File: config.mk
export PLATFORM = sky130hd
export DESIGN_NAME = div16sx8s_seq_flat
export DESIGN_NICKNAME = d
export VERILOG_FILES = /design/src/rtl/div16sx8s_seq_if.sv /design/src/rtl/div16sx8s_seq.sv /design/src/flat_wrapper.sv
export SDC_FILE = /design/constraint.sdc
export NUM_CORES = 1
export LEC_CHECK = 0
export ABC_CLOCK_PERIOD_IN_PS = 2890
export CAP_MARGIN = 40
export CORE_MARGIN = 2
export CORE_UTILIZATION = 50
export DETAILED_ROUTE_END_ITERATION = 7
export MAX_ROUTING_LAYER = met4
export PLACE_DENSITY = 0.77
export SLEW_MARGIN = 40
export SYNTH_ARGS = -nofsm -noshare
export SYNTH_HDL_FRONTEND = slang
export SYNTH_SLANG_ARGS = --single-unit
File: constraint.sdc
create_clock -name clk -period 2.89 [get_ports clk]
set_clock_uncertainty 0.1 [all_clocks]
set_input_delay 0.4335 -clock clk [delete_from_list [all_inputs] [get_ports clk]]
set_output_delay 0.4335 -clock clk [all_outputs]
set_load 0.02 [all_outputs]
File: src/rtl/div16sx8s_seq_if.sv
// Handshake bundle for the sequential signed divider: operand request side and result side.
interface div16sx8s_seq_if #(
    parameter int DW = 16,
    parameter int VW = 8
);
    logic          in_valid;
    logic          in_ready;
    logic [DW-1:0] dividend;
    logic [VW-1:0] divisor;
    logic          out_valid;
    logic          out_ready;
    logic [DW-1:0] quotient;
    logic [VW-1:0] remainder;
    logic          div_zero;
    logic          ovf;

    modport master (
        output in_valid, dividend, divisor, out_ready,
        input  in_ready, out_valid, quotient, remainder, div_zero, ovf
    );

    modport slave (
        input  in_valid, dividend, divisor, out_ready,
        output in_ready, out_valid, quotient, remainder, div_zero, ovf
    );
endinterface

File: src/rtl/div16sx8s_seq.sv
// Radix-2 restoring signed divider, one quotient bit per clock, magnitudes in, signs patched at the end.
// Zero-divisor and MIN/-1 results take one pass through CALC so every result is registered there.
module div16sx8s_seq #(
    parameter int DW = 16,
    parameter int VW = 8
) (
    input  logic             clk,
    input  logic             rst,
    div16sx8s_seq_if.slave   bus
);
    localparam int CW = $clog2(DW);
    localparam logic [1:0]    S_IDLE   = 2'd0;
    localparam logic [1:0]    S_CALC   = 2'd1;
    localparam logic [1:0]    S_DONE   = 2'd2;
    localparam logic [CW-1:0] CNT_LAST = CW'(DW - 1);
    localparam logic [CW-1:0] CNT_ONE  = {{(CW-1){1'b0}}, 1'b1};
    localparam logic [CW-1:0] CNT_ZERO = {CW{1'b0}};
    localparam logic [DW-1:0] Q_MAX    = {1'b0, {(DW-1){1'b1}}};
    localparam logic [DW-1:0] Q_MIN    = {1'b1, {(DW-1){1'b0}}};
    localparam logic [VW-1:0] V_ZERO   = {VW{1'b0}};
    localparam logic [VW-1:0] V_NEG1   = {VW{1'b1}};

    logic [1:0]    state_q, state_d;
    logic [CW-1:0] cnt_q, cnt_d;
    logic [DW-1:0] dvd_q, dvd_d;
    logic [VW-1:0] prem_q, prem_d;
    logic [VW:0]   dsr_q, dsr_d;
    logic          qneg_q, qneg_d;
    logic          rneg_q, rneg_d;
    logic          spc_dz_q, spc_dz_d;
    logic          spc_ovf_q, spc_ovf_d;
    logic [DW-1:0] quot_q, quot_d;
    logic [VW-1:0] rem_q, rem_d;
    logic          dz_q, dz_d;
    logic          ovf_q, ovf_d;

    logic [VW:0]   shifted_s;
    logic          ge_s;
    logic [VW-1:0] rmag_s;
    logic [DW-1:0] qmag_s;

    function automatic logic [DW:0] mag_dvd(input logic [DW-1:0] v);
        logic [DW:0] ext;
        ext = {v[DW-1], v};
        return v[DW-1] ? (~ext + {{DW{1'b0}}, 1'b1}) : ext;
    endfunction

    function automatic logic [VW:0] mag_dsr(input logic [VW-1:0] v);
        logic [VW:0] ext;
        ext = {v[VW-1], v};
        return v[VW-1] ? (~ext + {{VW{1'b0}}, 1'b1}) : ext;
    endfunction

    // One restore step on the current partial remainder; also the FSM next-state logic.
    always_comb begin
        state_d   = state_q;
        cnt_d     = cnt_q;
        dvd_d     = dvd_q;
        prem_d    = prem_q;
        dsr_d     = dsr_q;
        qneg_d    = qneg_q;
        rneg_d    = rneg_q;
        spc_dz_d  = spc_dz_q;
        spc_ovf_d = spc_ovf_q;
        quot_d    = quot_q;
        rem_d     = rem_q;
        dz_d      = dz_q;
        ovf_d     = ovf_q;

        // Partial remainder stays below |divisor| <= 2^(VW-1), so the shift never loses a bit.
        shifted_s = {prem_q, dvd_q[DW-1]};
        ge_s      = (shifted_s >= dsr_q);
        if (ge_s) begin
            rmag_s = VW'(shifted_s - dsr_q);
        end else begin
            rmag_s = VW'(shifted_s);
        end
        qmag_s = {dvd_q[DW-2:0], ge_s};

        case (state_q)
            S_IDLE: begin
                if (bus.in_valid) begin
                    state_d   = S_CALC;
                    cnt_d     = CNT_LAST;
                    dvd_d     = DW'(mag_dvd(bus.dividend));
                    dsr_d     = mag_dsr(bus.divisor);
                    prem_d    = V_ZERO;
                    qneg_d    = bus.dividend[DW-1] ^ bus.divisor[VW-1];
                    rneg_d    = bus.dividend[DW-1];
                    spc_dz_d  = (bus.divisor == V_ZERO);
                    spc_ovf_d = (bus.dividend == Q_MIN) && (bus.divisor == V_NEG1);
                end else begin
                    state_d = S_IDLE;
                end
            end
            S_CALC: begin
                if (spc_dz_q || spc_ovf_q) begin
                    state_d   = S_DONE;
                    quot_d    = (spc_dz_q && rneg_q) ? Q_MIN : Q_MAX;
                    rem_d     = V_ZERO;
                    dz_d      = spc_dz_q;
                    ovf_d     = spc_ovf_q;
                    spc_dz_d  = 1'b0;
                    spc_ovf_d = 1'b0;
                end else begin
                    dvd_d  = qmag_s;
                    prem_d = rmag_s;
                    if (cnt_q == CNT_ZERO) begin
                        state_d = S_DONE;
                        quot_d  = qneg_q ? -qmag_s : qmag_s;
                        rem_d   = rneg_q ? -rmag_s : rmag_s;
                        dz_d    = 1'b0;
                        ovf_d   = 1'b0;
                    end else begin
                        cnt_d = cnt_q - CNT_ONE;
                    end
                end
            end
            S_DONE: begin
                if (bus.out_ready) begin
                    state_d = S_IDLE;
                end else begin
                    state_d = S_DONE;
                end
            end
            default: begin
                state_d = S_IDLE;
            end
        endcase
    end

    // State and result registers with synchronous reset.
    always_ff @(posedge clk) begin
        if (rst) begin
            state_q   <= S_IDLE;
            cnt_q     <= CNT_ZERO;
            dvd_q     <= {DW{1'b0}};
            prem_q    <= V_ZERO;
            dsr_q     <= {(VW+1){1'b0}};
            qneg_q    <= 1'b0;
            rneg_q    <= 1'b0;
            spc_dz_q  <= 1'b0;
            spc_ovf_q <= 1'b0;
            quot_q    <= {DW{1'b0}};
            rem_q     <= V_ZERO;
            dz_q      <= 1'b0;
            ovf_q     <= 1'b0;
        end else begin
            state_q   <= state_d;
            cnt_q     <= cnt_d;
            dvd_q     <= dvd_d;
            prem_q    <= prem_d;
            dsr_q     <= dsr_d;
            qneg_q    <= qneg_d;
            rneg_q    <= rneg_d;
            spc_dz_q  <= spc_dz_d;
            spc_ovf_q <= spc_ovf_d;
            quot_q    <= quot_d;
            rem_q     <= rem_d;
            dz_q      <= dz_d;
            ovf_q     <= ovf_d;
        end
    end

    assign bus.in_ready  = (state_q == S_IDLE);
    assign bus.out_valid = (state_q == S_DONE);
    assign bus.quotient  = quot_q;
    assign bus.remainder = rem_q;
    assign bus.div_zero  = dz_q;
    assign bus.ovf       = ovf_q;
endmodule

File: src/flat_wrapper.sv
// flat-port wrapper written by rule: the top's interface ports become plain ports
module div16sx8s_seq_flat 
#(
    parameter int DW = 16,
    parameter int VW = 8
)
  (clk, rst, bus_in_valid, bus_dividend, bus_divisor, bus_out_ready, bus_in_ready, bus_out_valid, bus_quotient, bus_remainder, bus_div_zero, bus_ovf);
  div16sx8s_seq_if #(.DW(DW), .VW(VW)) bus_i ();
  input  logic clk;
  input  logic rst;
  input wire logic [$bits(bus_i.in_valid)-1:0] bus_in_valid;
  input wire logic [$bits(bus_i.dividend)-1:0] bus_dividend;
  input wire logic [$bits(bus_i.divisor)-1:0] bus_divisor;
  input wire logic [$bits(bus_i.out_ready)-1:0] bus_out_ready;
  output wire logic [$bits(bus_i.in_ready)-1:0] bus_in_ready;
  output wire logic [$bits(bus_i.out_valid)-1:0] bus_out_valid;
  output wire logic [$bits(bus_i.quotient)-1:0] bus_quotient;
  output wire logic [$bits(bus_i.remainder)-1:0] bus_remainder;
  output wire logic [$bits(bus_i.div_zero)-1:0] bus_div_zero;
  output wire logic [$bits(bus_i.ovf)-1:0] bus_ovf;
  assign bus_i.in_valid = bus_in_valid;
  assign bus_i.dividend = bus_dividend;
  assign bus_i.divisor = bus_divisor;
  assign bus_i.out_ready = bus_out_ready;
  assign bus_in_ready = bus_i.in_ready;
  assign bus_out_valid = bus_i.out_valid;
  assign bus_quotient = bus_i.quotient;
  assign bus_remainder = bus_i.remainder;
  assign bus_div_zero = bus_i.div_zero;
  assign bus_ovf = bus_i.ovf;
  div16sx8s_seq #(.DW(DW), .VW(VW)) u_core (.clk(clk), .rst(rst), .bus(bus_i));
endmodule
==> results of run 1 <==
-- layout by cell type, fill, tap and decap left out, types with 3 or more instances in the layout --
cell type        count
nor2_1              73
dfxtp_1             68
clkdlybuf4s50_1     54
nand2_1             52
a21oi_1             45
xor2_1              26
xnor2_1             25
inv_1               21
o21ai_0             20
buf_4               19
nor3_1              18
a211oi_1            18
ha_1                12
clkbuf_8            10
o31ai_1              9
a22oi_1              8
or3_1                7
o41ai_1              7
o211ai_1             6
nand2b_1             5
nand4_1              5
o21ai_1              5
a221oi_1             5
nand3_1              4
o22ai_1              4
mux2_2               4
nor2b_1              3
a21o_1               3
and2_1               3
mux2i_1              3
a31oi_1              3
bufinv_16            3
-- worst min path at each step --
stage | slack [ns] | endpoint | from | depth (start not counted)
after CTS | 0.36 | u_core.bus.remainder[2]$_SDFFE_PP0P_ | u_core.bus.remainder[2]$_SDFFE_PP0P_ | 2
final | 0.35 | u_core.bus.remainder[2]$_SDFFE_PP0P_ | u_core.bus.remainder[2]$_SDFFE_PP0P_ | 2
after detailed placement | 0.35 | u_core.bus.remainder[2]$_SDFFE_PP0P_ | u_core.bus.remainder[2]$_SDFFE_PP0P_ | 2
after floorplan | 0.33 | u_core.dsr_q[8]$_SDFFE_PP0P_ | u_core.dsr_q[8]$_SDFFE_PP0P_ | 2
after global routing | 0.38 | u_core.bus.remainder[1]$_SDFFE_PP0P_ | u_core.bus.remainder[1]$_SDFFE_PP0P_ | 2
after global placement | 0.34 | u_core.bus.remainder[1]$_SDFFE_PP0P_ | u_core.bus.remainder[1]$_SDFFE_PP0P_ | 2
-- what timing repair did --
| action | 4_1_cts | 5_1_grt |
|---|---|---|
| gates resized for setup | 0 | 8 |
| endpoints found under the setup margin | 0 | 6 |
| setup buffers | 0 | 0 |
-- sequential cells by signal (all words and copies together), names as in the netlist --
signal,flops
u_core.dsr_q,9
u_core.prem_q,8
u_core.dvd_q,16
u_core.spc_ovf_q,1
u_core.bus.quotient,16
u_core.cnt_q,4
u_core.bus.div_zero,1
u_core.bus.ovf,1
u_core.state_q,2
u_core.qneg_q,1
u_core.spc_dz_q,1
u_core.rneg_q,1
u_core.bus.remainder,8
-- cell type report --
class	count	area [um2]
Tap cell	105	131
Sequential cell	69	1380
Fill cell	729	3020
Multi-Input combinational cell	411	2630
Inverter	22	82.6
Timing Repair Buffer	74	688
Clock buffer	12	145
Clock inverter	4	95.1
-- logic make-up (layout without fill, tap and decap cells) --
kind of cell | after synthesis | count (layout) | share of synthesized area
AND/OR/NAND/NOR | 186 | 186 | 0.206
AO/OA/AOI/OAI | 152 | 152 | 0.241
XOR/XNOR | 51 | 51 | 0.107
buffers and inverters | 53 | 112 | 0.0503
adder cells (fa/ha/maj) | 15 | 15 | 0.0467
multiplexers | 7 | 7 | 0.0180
flip-flops | 69 | 69 | 0.331
-- per-stage QoR --
stage | setup slack [ns] | total power, mW | hold slack (ns)
after CTS | 0.0477 | 3.94 | 0.355
final | 0.143 | 4.00 | 0.351
after detailed placement | 0.0553 | 2.99 | 0.346
after global placement | 0.174 | 2.94 | 0.340
after global routing | 0.00891 | 4.24 | 0.378
after floorplan | 0.0293 | 2.49 | 0.330
-- power by group --
group	total (mW)	internal, mW	switching, mW
logic	1.84	0.780	1.06
registers	1.20	1.06	0.136
clock network	0.966	0.597	0.370
total	4.00	2.44	1.56
-- layer usage --
layer,part of all wire,vias to the layer above,GRT usage
met4,0.019,0,0.0869
met2,0.46,155,0.401
met3,0.056,26,0.0443
li1,-,2002,-
met1,0.46,1903,0.337
met5,0,-,-
-- worst max-delay path, stage by stage, from the launching register on --
cell      delay [ns]
dfxtp_1         0.39
ha_4            0.16
inv_1           0.07
fa_2            0.37
a211oi_2        0.25
nor2_1          0.09
xor2_1          0.19
or3_1           0.42
o41a_1          0.39
xnor2_1         0.14
o21ai_1         0.07
==> impl_metrics.py, run 1 <==
metrics = {
    "clock_network": {
        "cts_tree": "done",
        "clkTransAtPathRegs_ns": 0.07,
        "numCtsBuffers": 9,
        "htreeDepth": 3,
        "postCtsHoldBufs": 0,
        "worstSkewPairLatency_ns": 0.35,
        "root_buffer": "clkbuf_8",
        "clock_sinks": 69,
        "clock_path_buffers": 2,
    },
    "synth": {
        "synth-seq-area-share": 0.331,
        "ys_warn_count": 0,
        "synth_common_cells": "nor2_1, dfxtp_1, nand2_1",
        "synth.most_common_cell": "nor2_1",
        "synthArstFlopShare": 0,
        "synth_seq_cells": 69,
        "ys.flop_type": "dfxtp_1",
        "postSynthCellCount": 533,
        "yosysTopAreaCell": "dfxtp_1",
        "syn_nets": 576,
        "ys_types": 57,
        "synth.avg_cell_area_um2": 7.84,
        "synthTopCellsByArea": "dfxtp_1, nor2_1, a21oi_1",
        "syn-cell-area_um2": 4180,
        "synth_edf_count": 0,
        "yosysTopAreaCellShare": 0.331,
    },
    "placement": {
        "post_dp_cell_area_um2": 4870,
        "dp.cells": 681,
        "gp_congestion": 0.922,
        "dp_hpwl_um": 8060,
        "numPortBuffers": 55,
    },
    "drt": {
        "vias": 4086,
        "drc": 0,
        "drt-total-wl_um": 11000,
        "viasPerCell": 5.86,
        "ant_nets": 0,
        "avgRoutedWirePerCell_um": 15.8,
        "drtIter0Drc": 253,
        "drt_pre_antenna_iters": 5,
    },
    "grt": {
        "overflow": 0,
        "grt_usage": 0.257,
        "grt_pass1_wl_um": 17900,
        "grt_max_degree": 41,
        "first_global_vias": 3785,
        "antenna_found_initial": 0,
    },
    "floorplan": {
        "io_pins": 56,
        "die_x_um": 95.4,
        "core_um2": 8180,
        "rows": 33,
        "die_area_um2": 9100,
        "initial_core_util": 0.511,
        "dieHeight_um": 95.4,
    },
    "worst_setup_path": {
        "rr_endpoint": "u_core.bus.remainder[7]$_SDFFE_PP0P_",
        "r2r-start": "u_core.dsr_q[0]$_SDFFE_PP0P_",
        "cp-end-kind": "flip-flop",
        "endpoint": "u_core.bus.remainder[7]$_SDFFE_PP0P_",
        "arrival_ns": 2.88,
        "worstPathMaxFanout": 4,
        "cp.required_ns": 3.02,
        "reg2regPathDepth": 10,
        "critPathLaunchType": "flip-flop",
        "critPathLaunch": "u_core.dsr_q[0]$_SDFFE_PP0P_",
        "rrSetupSlack_ns": 0.14,
        "path_class": "reg -> reg",
    },
    "pwr": {
        "ir_worst_vdd_mv": 0.376,
        "power.leakage_nw": 1.94,
        "power_density_nw_per_um2": 777,
    },
    "layout": {
        "utilization": 0.630,
        "stdcell_area_um2": 5150,
        "area_delta_synth_final_pct": 23.3,
        "antenna_cells": 0,
        "final_nets": 630,
        "instances_no_fill": 697,
        "drive_gt1_frac": 0.0912,
    },
    "sta": {
        "period_share": 0.951,
        "fmax_mhz": 364,
        "finalHoldViolations": 0,
        "worstMarginPinSlew_ns": 0.864,
        "tns_ns": 0,
        "setup_viol": 0,
        "slew_headroom": 0.420,
        "rsz0062_at_grt": "no",
        "slew_violations": 0,
        "period_needed_ns": 2.75,
    },
    "worst_hold_path": {
        "hp-class": "reg -> reg",
    },
    "job": {
        "cap_violations": 0,
    },
    "run_status": {
        "outcome": "complete, no violations",
    },
}
No activity file was read; power rests on OpenSTA's default activity.
==> run 2, diff against run 1 <==
ABC_CLOCK_PERIOD_IN_PS = 3100   (was 2890)
CORE_UTILIZATION = 56   (was 50)
PLACE_DENSITY = 0.81   (was 0.77)
clock period = 3.1 ns   (was 2.89 ns; I/O delays follow)
==> run 2 against run 1 <==
Compared with the run above: sequential share of layout area rose by 0.75 points; cell count fell by 1.7%; critical path depth rose by 1; fmax fell by 5.9%; worst setup slack improved by 0.039 ns; wire length fell by 4.0%; total power fell by 14%.
==> impl_metrics.py, run 2 (same netlist as run 1, synthesis figures left out) <==
metrics = {
    "job": {
        "cap_violations": 0,
    },
    "grt": {
        "antenna_found_initial": 0,
        "grt_pass1_wl_um": 17200,
        "grt_usage": 0.264,
        "overflow": 0,
        "first_global_vias": 3735,
        "grt_max_degree": 42,
    },
    "sta": {
        "finalHoldViolations": 0,
        "fmax_mhz": 343,
        "slew_headroom": 0.504,
        "slew_violations": 0,
        "period_share": 0.941,
        "rsz0062_at_grt": "no",
        "setup_viol": 0,
        "whs_ns": 0.349,
        "tns_ns": 0,
        "worstMarginPinSlew_ns": 0.743,
        "period_needed_ns": 2.92,
    },
    "clock_network": {
        "postCtsHoldBufs": 0,
        "post_cts_resized": 0,
        "root_buffer": "clkbuf_8",
        "clock_path_buffers": 2,
        "clkTransAtPathRegs_ns": 0.07,
        "cts_setup_buffers": 0,
        "clock_sinks": 69,
        "htreeDepth": 3,
        "cts_tree": "done",
        "worstSkewPairLatency_ns": 0.34,
        "numCtsBuffers": 9,
    },
    "pwr": {
        "intPower_mw": 2.02,
        "power.leakage_nw": 1.88,
        "clkPwrFrac": 0.183,
        "power.share.switching": 0.414,
        "p_seq_frac": 0.326,
        "power_density_nw_per_um2": 687,
        "switchingPower_mw": 1.42,
        "p_comb_frac": 0.492,
        "ir_worst_vdd_mv": 0.347,
    },
    "worst_setup_path": {
        "worstPathMaxFanout": 7,
        "cp-end-kind": "flip-flop",
        "critPathLaunchType": "flip-flop",
        "rrSetupSlack_ns": 0.18,
        "rr_endpoint": "u_core.bus.remainder[7]$_SDFFE_PP0P_",
        "slowest_stage": "or3_1",
        "r2r-start": "u_core.dvd_q[15]$_SDFFE_PP0P_",
        "cp.required_ns": 3.23,
        "crit_path_frequent_cell": "inv_1",
        "cpLargestDelayFamily": "compound AO/OA/AOI/OAI gates",
        "crit_chain": "inv_1 -> ha_1 -> inv_1 -> fa_1 -> a211oi_1 -> nor2_1 -> xor2_1 -> or3_1 -> o41a_1 -> xnor2_1 -> o21ai_1",
        "reg2regPathDepth": 11,
        "path_buf_inv": 2,
        "critPathMaxStageDelay_ns": 0.42,
        "path_class": "reg -> reg",
        "arrival_ns": 3.04,
    },
    "layout": {
        "final_nets": 626,
        "utilization": 0.690,
        "final_common_cell": "nor2_1",
        "area_delta_synth_final_pct": 19.9,
        "antenna_cells": 0,
        "final_cell_mix": "nor2_1, dfxtp_1, clkdlybuf4s50_1",
        "drive_gt1_frac": 0.0734,
    },
    "drt": {
        "drt_pre_antenna_iters": 5,
        "drt-total-wl_um": 10600,
        "vias": 4079,
        "avgRoutedWirePerCell_um": 15.4,
        "ant_nets": 0,
        "viasPerCell": 5.95,
        "drtIter0Drc": 374,
        "drc": 0,
    },
    "placement": {
        "gp_congestion": 0.898,
        "numPortBuffers": 55,
        "dp_hpwl_um": 7900,
    },
    "worst_hold_path": {
        "hp-start": "u_core.bus.remainder[2]$_SDFFE_PP0P_",
        "hp-class": "reg -> reg",
        "min_path_cells": 2,
        "min_to": "u_core.bus.remainder[2]$_SDFFE_PP0P_",
    },
    "floorplan": {
        "rows": 31,
        "initial_core_util": 0.576,
        "core_um2": 7250,
        "io_pins": 56,
        "dieHeight_um": 90.4,
        "die_x_um": 90.4,
        "die_area_um2": 8170,
    },
    "run_status": {
        "outcome": "complete, no violations",
    },
}
## run 2: power groups by stage
stage | registers, mW | logic [mW] | clock network [mW]
floorplan | 1.12 | 1.20 | 0
global placement | 1.13 | 1.60 | 0
detailed placement | 1.13 | 1.66 | 0
CTS | 1.12 | 1.66 | 0.637
global route | 1.14 | 1.85 | 0.674
finish | 1.12 | 1.69 | 0.629
## run 2: layout make-up
class                   instances  area [um2]
multi-input cells             411        2600
fillers                       590        2250
flip-flops and latches         69        1380
repair buffers                 70         658
clock buffers                  12         155
well taps                      99         124
inverters                      22        82.6
clock inverters                 2        10.0
## run 2: how the worst max path moves through the flow
stage,startpoint,to,slack (ns),cells past startpoint
global route,u_core.dvd_q[15]$_SDFFE_PP0P_,u_core.bus.remainder[7]$_SDFFE_PP0P_,0.02,11
finish,u_core.dvd_q[15]$_SDFFE_PP0P_,u_core.bus.remainder[7]$_SDFFE_PP0P_,0.18,11
global placement,u_core.dvd_q[15]$_SDFFE_PP0P_,u_core.bus.remainder[7]$_SDFFE_PP0P_,0.33,11
detailed placement,u_core.dvd_q[15]$_SDFFE_PP0P_,u_core.bus.remainder[7]$_SDFFE_PP0P_,0.22,11
floorplan,u_core.dvd_q[15]$_SDFFE_PP0P_,u_core.bus.quotient[8]$_SDFFE_PP0P_,0.19,14
CTS,u_core.dvd_q[15]$_SDFFE_PP0P_,u_core.bus.remainder[7]$_SDFFE_PP0P_,0.22,11
## run 2: layer usage
| metal | global-route usage | wire length (um) |
|---|---|---|
| met5 | - | 0 |
| met4 | 0.118 | 244 |
| met3 | 0.0492 | 837 |
| met2 | 0.409 | 4910 |
| met1 | 0.336 | 4570 |
## run 2: worst min-delay path, cell delays in order, from the launching register on
cell,delay [ns]
dfxtp_1,0.31
nand2_1,0.05
a21oi_1,0.05
## run 2: stage by stage
stage	setup slack, ns	total power, mW	area, um2	std cells
final	0.182	3.44	5010	685
after global placement	0.325	2.73	4830	671
after detailed placement	0.216	2.79	4840	671
after CTS	0.220	3.42	5000	685
after floorplan	0.187	2.32	4180	533
after global routing	0.0221	3.66	5010	685
